**src/rtl/telem_packet_arbiter_if.sv**
```systemverilog
// Bundle of request/packet inputs and byte-stream downlink signals for telem_packet_arbiter.
// "slave" is the arbiter side; "master" is the sensor sources plus the downlink sink.
interface telem_packet_arbiter_if #(
  parameter int unsigned DROP_W = 8
);
  logic [2:0]        REQ;
  logic [79:0]       PKT0;
  logic [79:0]       PKT1;
  logic [79:0]       PKT2;
  logic [7:0]        TX_DATA;
  logic              TX_VALID;
  logic              TX_READY;
  logic [2:0]        GRANT;
  logic              BUSY;
  logic [DROP_W-1:0] DROP_CNT;

  modport master (
    output REQ, PKT0, PKT1, PKT2, TX_READY,
    input  TX_DATA, TX_VALID, GRANT, BUSY, DROP_CNT
  );

  modport slave (
    input  REQ, PKT0, PKT1, PKT2, TX_READY,
    output TX_DATA, TX_VALID, GRANT, BUSY, DROP_CNT
  );
endinterface

```
**src/rtl/telem_packet_arbiter.sv**
```systemverilog
// Round-robin arbiter that buffers the latest packet of three sensor sources and serialises
// the granted one LSB-byte-first over a valid/ready byte stream.
module telem_packet_arbiter #(
  parameter int unsigned NUM_SRC   = 3,
  parameter int unsigned PKT_BYTES = 10,
  parameter int unsigned DROP_W    = 8
) (
  input logic                  CLK,
  input logic                  RESET,
  telem_packet_arbiter_if.slave bus
);
  localparam int unsigned PKT_W    = PKT_BYTES * 8;
  localparam logic [3:0]  LAST_IDX = 4'(PKT_BYTES - 1);

  typedef enum logic {StIdle, StSend} state_e;

  state_e               r_state, w_state_nxt;
  logic [PKT_W-1:0]     r_buf [NUM_SRC];
  logic [PKT_W-1:0]     w_pkt [NUM_SRC];
  logic [NUM_SRC-1:0]   r_pend, w_pend_nxt, w_clr, w_ovr;
  logic [PKT_W-1:0]     r_shift, w_shift_nxt;
  logic [3:0]           r_idx, w_idx_nxt;
  logic [NUM_SRC-1:0]   r_grant, w_grant_nxt;
  logic [1:0]           r_last, w_last_nxt;
  logic                 r_valid, w_valid_nxt;
  logic [DROP_W-1:0]    r_drop, w_drop_nxt;
  logic [DROP_W:0]      w_drop_sum;
  logic [1:0]           w_ovr_n;
  logic                 w_found;
  logic [1:0]           w_sel;

  assign w_pkt[0] = bus.PKT0;
  assign w_pkt[1] = bus.PKT1;
  assign w_pkt[2] = bus.PKT2;

  // Round-robin scan starting just after the last granted source.
  always_comb begin
    w_found = 1'b0;
    w_sel   = r_last;
    for (int k = 1; k <= int'(NUM_SRC); k++) begin
      if (!w_found && r_pend[(int'(r_last) + k) % NUM_SRC]) begin
        w_found = 1'b1;
        w_sel   = 2'((int'(r_last) + k) % NUM_SRC);
      end
    end
  end

  always_comb begin
    w_state_nxt = r_state;
    w_shift_nxt = r_shift;
    w_idx_nxt   = r_idx;
    w_grant_nxt = r_grant;
    w_last_nxt  = r_last;
    w_valid_nxt = r_valid;
    w_clr       = '0;
    unique case (r_state)
      StIdle: begin
        if (w_found) begin
          w_state_nxt  = StSend;
          w_shift_nxt  = r_buf[w_sel];
          w_clr[w_sel] = 1'b1;
          w_grant_nxt  = NUM_SRC'(1) << w_sel;
          w_last_nxt   = w_sel;
          w_idx_nxt    = '0;
          w_valid_nxt  = 1'b1;
        end
      end
      StSend: begin
        if (r_valid && bus.TX_READY) begin
          if (r_idx == LAST_IDX) begin
            w_state_nxt = StIdle;
            w_shift_nxt = '0;
            w_idx_nxt   = '0;
            w_grant_nxt = '0;
            w_valid_nxt = 1'b0;
          end else begin
            w_shift_nxt = r_shift >> 8;
            w_idx_nxt   = r_idx + 4'd1;
          end
        end
      end
      default: w_state_nxt = StIdle;
    endcase
  end

  // A request only counts as a drop if the buffered packet is not being taken this cycle.
  always_comb begin
    w_pend_nxt = (r_pend & ~w_clr) | bus.REQ;
    w_ovr      = bus.REQ & r_pend & ~w_clr;
    w_ovr_n    = '0;
    for (int k = 0; k < int'(NUM_SRC); k++) begin
      w_ovr_n = w_ovr_n + 2'(w_ovr[k]);
    end
    w_drop_sum = {1'b0, r_drop} + (DROP_W + 1)'(w_ovr_n);
    w_drop_nxt = w_drop_sum[DROP_W] ? '1 : w_drop_sum[DROP_W-1:0];
  end

  always_ff @(posedge CLK or negedge RESET) begin
    if (!RESET) begin
      r_state <= StIdle;
      r_pend  <= '0;
      r_shift <= '0;
      r_idx   <= '0;
      r_grant <= '0;
      r_last  <= 2'd2;
      r_valid <= 1'b0;
      r_drop  <= '0;
      for (int i = 0; i < int'(NUM_SRC); i++) begin
        r_buf[i] <= '0;
      end
    end else begin
      r_state <= w_state_nxt;
      r_pend  <= w_pend_nxt;
      r_shift <= w_shift_nxt;
      r_idx   <= w_idx_nxt;
      r_grant <= w_grant_nxt;
      r_last  <= w_last_nxt;
      r_valid <= w_valid_nxt;
      r_drop  <= w_drop_nxt;
      for (int i = 0; i < int'(NUM_SRC); i++) begin
        if (bus.REQ[i]) begin
          r_buf[i] <= w_pkt[i];
        end
      end
    end
  end

  assign bus.TX_DATA  = r_shift[7:0];
  assign bus.TX_VALID = r_valid;
  assign bus.GRANT    = r_grant;
  assign bus.BUSY     = (r_state == StSend);
  assign bus.DROP_CNT = r_drop;
endmodule

```
**src/flat_wrapper.sv**
```systemverilog
// flat-port wrapper written by rule: the top's interface ports become plain ports
module telem_packet_arbiter_flat 
#(
  parameter int unsigned NUM_SRC   = 3,
  parameter int unsigned PKT_BYTES = 10,
  parameter int unsigned DROP_W    = 8
)
  (CLK, RESET, bus_REQ, bus_PKT0, bus_PKT1, bus_PKT2, bus_TX_READY, bus_TX_DATA, bus_TX_VALID, bus_GRANT, bus_BUSY, bus_DROP_CNT);
  telem_packet_arbiter_if #(.DROP_W(DROP_W)) bus_i ();
  input logic CLK;
  input logic RESET;
  input wire logic [$bits(bus_i.REQ)-1:0] bus_REQ;
  input wire logic [$bits(bus_i.PKT0)-1:0] bus_PKT0;
  input wire logic [$bits(bus_i.PKT1)-1:0] bus_PKT1;
  input wire logic [$bits(bus_i.PKT2)-1:0] bus_PKT2;
  input wire logic [$bits(bus_i.TX_READY)-1:0] bus_TX_READY;
  output wire logic [$bits(bus_i.TX_DATA)-1:0] bus_TX_DATA;
  output wire logic [$bits(bus_i.TX_VALID)-1:0] bus_TX_VALID;
  output wire logic [$bits(bus_i.GRANT)-1:0] bus_GRANT;
  output wire logic [$bits(bus_i.BUSY)-1:0] bus_BUSY;
  output wire logic [$bits(bus_i.DROP_CNT)-1:0] bus_DROP_CNT;
  assign bus_i.REQ = bus_REQ;
  assign bus_i.PKT0 = bus_PKT0;
  assign bus_i.PKT1 = bus_PKT1;
  assign bus_i.PKT2 = bus_PKT2;
  assign bus_i.TX_READY = bus_TX_READY;
  assign bus_TX_DATA = bus_i.TX_DATA;
  assign bus_TX_VALID = bus_i.TX_VALID;
  assign bus_GRANT = bus_i.GRANT;
  assign bus_BUSY = bus_i.BUSY;
  assign bus_DROP_CNT = bus_i.DROP_CNT;
  telem_packet_arbiter #(.NUM_SRC(NUM_SRC), .PKT_BYTES(PKT_BYTES), .DROP_W(DROP_W)) u_core (.CLK(CLK), .RESET(RESET), .bus(bus_i));
endmodule
```
**config.mk**
```make
export PLATFORM = sky130hd
export DESIGN_NAME = telem_packet_arbiter_flat
export DESIGN_NICKNAME = d
export VERILOG_FILES = /design/src/rtl/telem_packet_arbiter_if.sv /design/src/rtl/telem_packet_arbiter.sv /design/src/flat_wrapper.sv
export SDC_FILE = /design/constraint.sdc
export NUM_CORES = 1
export LEC_CHECK = 0
export ABC_AREA = 0
export CORE_MARGIN = 10
export CORE_UTILIZATION = 45
export CTS_BUF_LIST = sky130_fd_sc_hd__clkbuf_2
export DETAILED_ROUTE_END_ITERATION = 16
export GPL_ROUTABILITY_DRIVEN = 0
export PLACE_DENSITY = 0.7
export SLEW_MARGIN = 20
export SYNTH_ARGS = -nofsm -noshare
export SYNTH_HDL_FRONTEND = slang
export SYNTH_SLANG_ARGS = --single-unit
```
**constraint.sdc**
```tcl
create_clock -name CLK -period 10.2 [get_ports CLK]
set_clock_uncertainty 0.05 [all_clocks]
set_input_delay 1.53 -clock CLK [delete_from_list [all_inputs] [get_ports CLK]]
set_output_delay 1.53 -clock CLK [all_outputs]
set_load 0.01 [all_outputs]
```
==> summary.md <==
| Metric | Value |
|---|---|
| Number of cells on the worst hold path | `2` |
| Finished Cell Area | `19000 um^2` |
| Final Max Tran Viols | `0` |
| Hold Fails Final Rpt | `0` |
| Sequential-to-total area share from yosys stat | `around 56%` |
| Largest family of logic cells by synthesized area | `multiplexers` |
| FILL cells | `roughly 2.9k` |
| R2r setup slk | `around 5.3 ns` |
| Post-Synth Adder-Cell Area | `0.911%` |
| Layout cells sized above 1 | `31.4%` |
| DRC violations left | `0` |
| Synthesis warning total | `0` |
| CTS Sinks | `342` |
| Largest net degree at the start of global routing | `180` |
| Worst reg2reg path startpoint | `u_core.r_last[0]` |
| Initial antenna violation count | `3` |
| Max Cap Viol | `0` |
| Endpoint of the worst register-to-register path | `u_core.bus.DROP_CNT[3]` |
| Main synth FF type | `dfrtp_1` |
| Clk root buf | `clkbuf_2` |
| Register Area | `roughly 8600 um^2` |
| Skew-Pair Late Insertion Delay | `between 0.9 and 1 ns` |
| Commonest non-fill, non-tap cells in the layout | `dfrtp_1, clkdlybuf4s50_1, mux2_2` |
| Area Overhead vs Synth | `23.4%` |
| Metal1 wirelength | `18100 um` |
| Compound-Gate Fraction of Synth Area | `a little under an eighth` |
| Site Rows | `67` |
| Fin crit share | `between 40% and 50%` |
| Worst Max-Slew Pin Slew | `1.07 ns` |
| Worst EP required | `11.00 ns` |
| Worst Setup End Kind | `register` |
| CP max stage cell | `buf_4` |
| Mux share of post-synthesis cell area | `23.1%` |
| CTS resizes | `0` |
| GR Util All Layers | `19.6%` |
| Async SR Flop Fraction | `between 90% and 100%` |
| CTS tree | `built` |
| Final wirelength | `around 41000 um` |
| Final core occ | `56.4%` |
| Tmin final | `about 5 ns` |
| Worst-path clk slew | `roughly 0.1 ns` |
| Distinct cells, synth | `49` |
| Pleak | `8.26 nW` |
| Via density | `5.37` |
| Final HPWL DP | `~27000 um` |
| Hold Path Class | `reg -> reg` |
| Met3 routed wirelength | `approximately 2300 um` |
| First DRT Iteration DRCs | `620` |
| FF-to-FF path depth | `14` |
| Die Area | `roughly 42000 um^2` |
| Worst Setup Start Kind | `register` |
| Vias in the first global route | `11.6k` |
| Setup bufs post-CTS | `0` |
| Chip height | `between 200 and 250 um` |
| Power density cells | `about 240 nW/um^2` |
| CP Max Fanout | `83` |
| I/O pin count | `around 270` |
| Post-DP Area | `between 15000 and 20000 um^2` |
| WL/cell | `roughly 21 um` |
| DR top layer | `met5` |
| Multi-input gate area in the final layout | `6280 um^2` |
| Mapped Nets | `1407` |
| Max_slew headroom | `28.6%` |
| Global route overflow | `0` |
| Maximum clock rate | `approximately 200 MHz` |
| Syn_area_per_cell | `13.4 um^2` |
| Starting Density | `roughly 46%` |
| Chip width | `roughly 200 um` |
| First-pass GRT wire length | `between 60000 and 70000 um` |
| Final #Nets | `about 1.7k` |
| Worst path cell trace | `inv_1, ha_1, mux2i_1, o21ai_2, o31ai_4, o21bai_4, buf_4, o21ai_0, nor2_1, fa_1, ha_1, fa_1, nand4_1, o21ai_0` |
| Core ar. | `~34000 um^2` |
| Met2 wire len | `around 19000 um` |
| DRT Pass-1 Iters | `5` |
| Max incr delay on CP | `0.71 ns` |
| Simple-Gate Fraction of Synth Area | `~5%` |
| Vias | `~10k` |
| PortBufs | `~270` |
| Min-delay src | `u_core.r_buf[63]` |
| Clock buffers created by TritonCTS | `a little under 90` |
| RSZ-0062 raised after global routing | `no` |
| ANT nets after route | `0` |
| Hold-fix buffers, CTS | `0` |
| Max rail drop VDD | `approximately 250 uV` |
| XOR/XNOR Fraction of Synth Area | `0.171%` |
| Post-synthesis register bit count | `approximately 340` |
| Post-Syn Area | `approximately 15000 um^2` |
| CP arrival | `about 5.7 ns` |
| Max clock buf depth | `3` |
| Outcome | `complete, no violations` |
| WHS Endpoint | `u_core.r_shift[63]` |
| Commonest non-fill, non-tap cell in the layout | `dfrtp_1` |
| Syn Inst Count | `roughly 1.2k` |
| EDFF count, synth | `0` |
| Final TNS setup | `0 ns` |
| WS Path Type | `reg -> reg` |
| Final setup viols | `0` |
| CTS H-tree depth | `3` |
## flip-flops by register name (all words and copies together) (netlist names)
| register | count |
|---|---|
| u_core.r_shift | 80 |
| u_core.r_last | 2 |
| u_core.bus.DROP_CNT | 8 |
| u_core.r_buf | 240 |
| u_core.bus.BUSY | 1 |
| u_core.bus.GRANT | 3 |
| u_core.r_idx | 4 |
| u_core.r_pend | 3 |
| u_core.bus.TX_VALID | 1 |
## cell usage after synthesis, types with 2 or more instances
cell	number	share of area (%)
and3_1	2	0.081
mux2_2	240	18
dfrtp_1	341	55
ha_1	8	0.65
nor2_1	70	1.7
a221oi_2	59	5.8
xor2_1	2	0.11
buf_6	16	1.2
clkbuf_1	42	1.0
mux2i_1	83	5.4
nand4_1	2	0.081
o21ai_4	2	0.21
buf_2	5	0.16
nand2_1	81	2.0
inv_1	7	0.17
nor3_1	2	0.065
a22oi_1	8	0.39
nand3b_1	4	0.20
a21oi_1	4	0.13
nor2b_1	2	0.081
o21ai_0	74	2.4
buf_4	24	1.2
a222oi_1	9	0.59
o31ai_1	2	0.098
o21ai_1	23	0.75
a21o_1	3	0.15
fa_1	2	0.26
o21bai_1	3	0.15
a221oi_1	4	0.23
nand2b_1	4	0.16
nand3_1	5	0.16
## cell type report
cell class                 instances  share of cell area [%]
tap                              448                    2.95
multi-input combinational        715                    33.1
inverter                           7                   0.138
timing repair buffer             277                    14.5
sequential                       342                    45.1
antenna                            3                  0.0396
clock inverter                     9                   0.620
clock buffer                     134                    3.53
## power breakdown
| part | switching [mW] | internal [mW] | total, mW |
|---|---|---|---|
| logic | 1.02 | 0.819 | 1.84 |
| clock network | 0.550 | 0.415 | 0.965 |
| registers | 0.177 | 1.60 | 1.77 |
## cell families (layout without fill, tap and decap cells)
family,count (synthesis),in the layout
xor+xnor,3,3
simple gates,179,179
fa+ha+maj,10,10
flops,342,342
other cells,0,3
mux,324,324
buf+inv,94,427
compound gates,199,199
## stage by stage
stage                     hold slack, ns  setup WS, ns  cells  power (mW)
after floorplan                    0.423          6.26   1151        3.17
after global placement             0.439          5.42   1789        3.64
after detailed placement           0.444          5.31   1789        3.67
after CTS                          0.410          5.36   1932        4.66
after global routing               0.423          4.94   1935        4.90
final                              0.458          5.32   1935        4.58
## critical path: cells and delay by family, from the launching register on
family / cells / cell delay, ns
AO/OA/AOI/OAI: 5 / 1.14
adder cells (fa/ha/maj): 4 / 1.65
buffers and inverters: 2 / 0.81
flip-flops: 1 / 0.41
multiplexers: 1 / 0.28
AND/OR/NAND/NOR: 2 / 0.42
## worst max path at each step
stage	from	to	slack (ns)	cells past startpoint
after detailed placement	u_core.r_last[0]	u_core.bus.DROP_CNT[3]	5.31	14
after floorplan	bus_REQ[0]	u_core.bus.DROP_CNT[4]	6.26	10
after global routing	u_core.r_last[0]	u_core.bus.DROP_CNT[3]	4.94	14
final	u_core.r_last[0]	u_core.bus.DROP_CNT[3]	5.32	14
after global placement	u_core.r_last[0]	u_core.bus.DROP_CNT[3]	5.42	14
after CTS	u_core.r_last[0]	u_core.bus.DROP_CNT[3]	5.36	14
## metal layers
metal / GRT usage (%) / vias to the layer above
met3: 5.07 / 62
li1: - / 4767
met1: 25.4 / 5281
met4: 5.70 / 2
met2: 31.6 / 285
met5: 0 / -
Note: power is estimated with default switching activity, not from simulation.
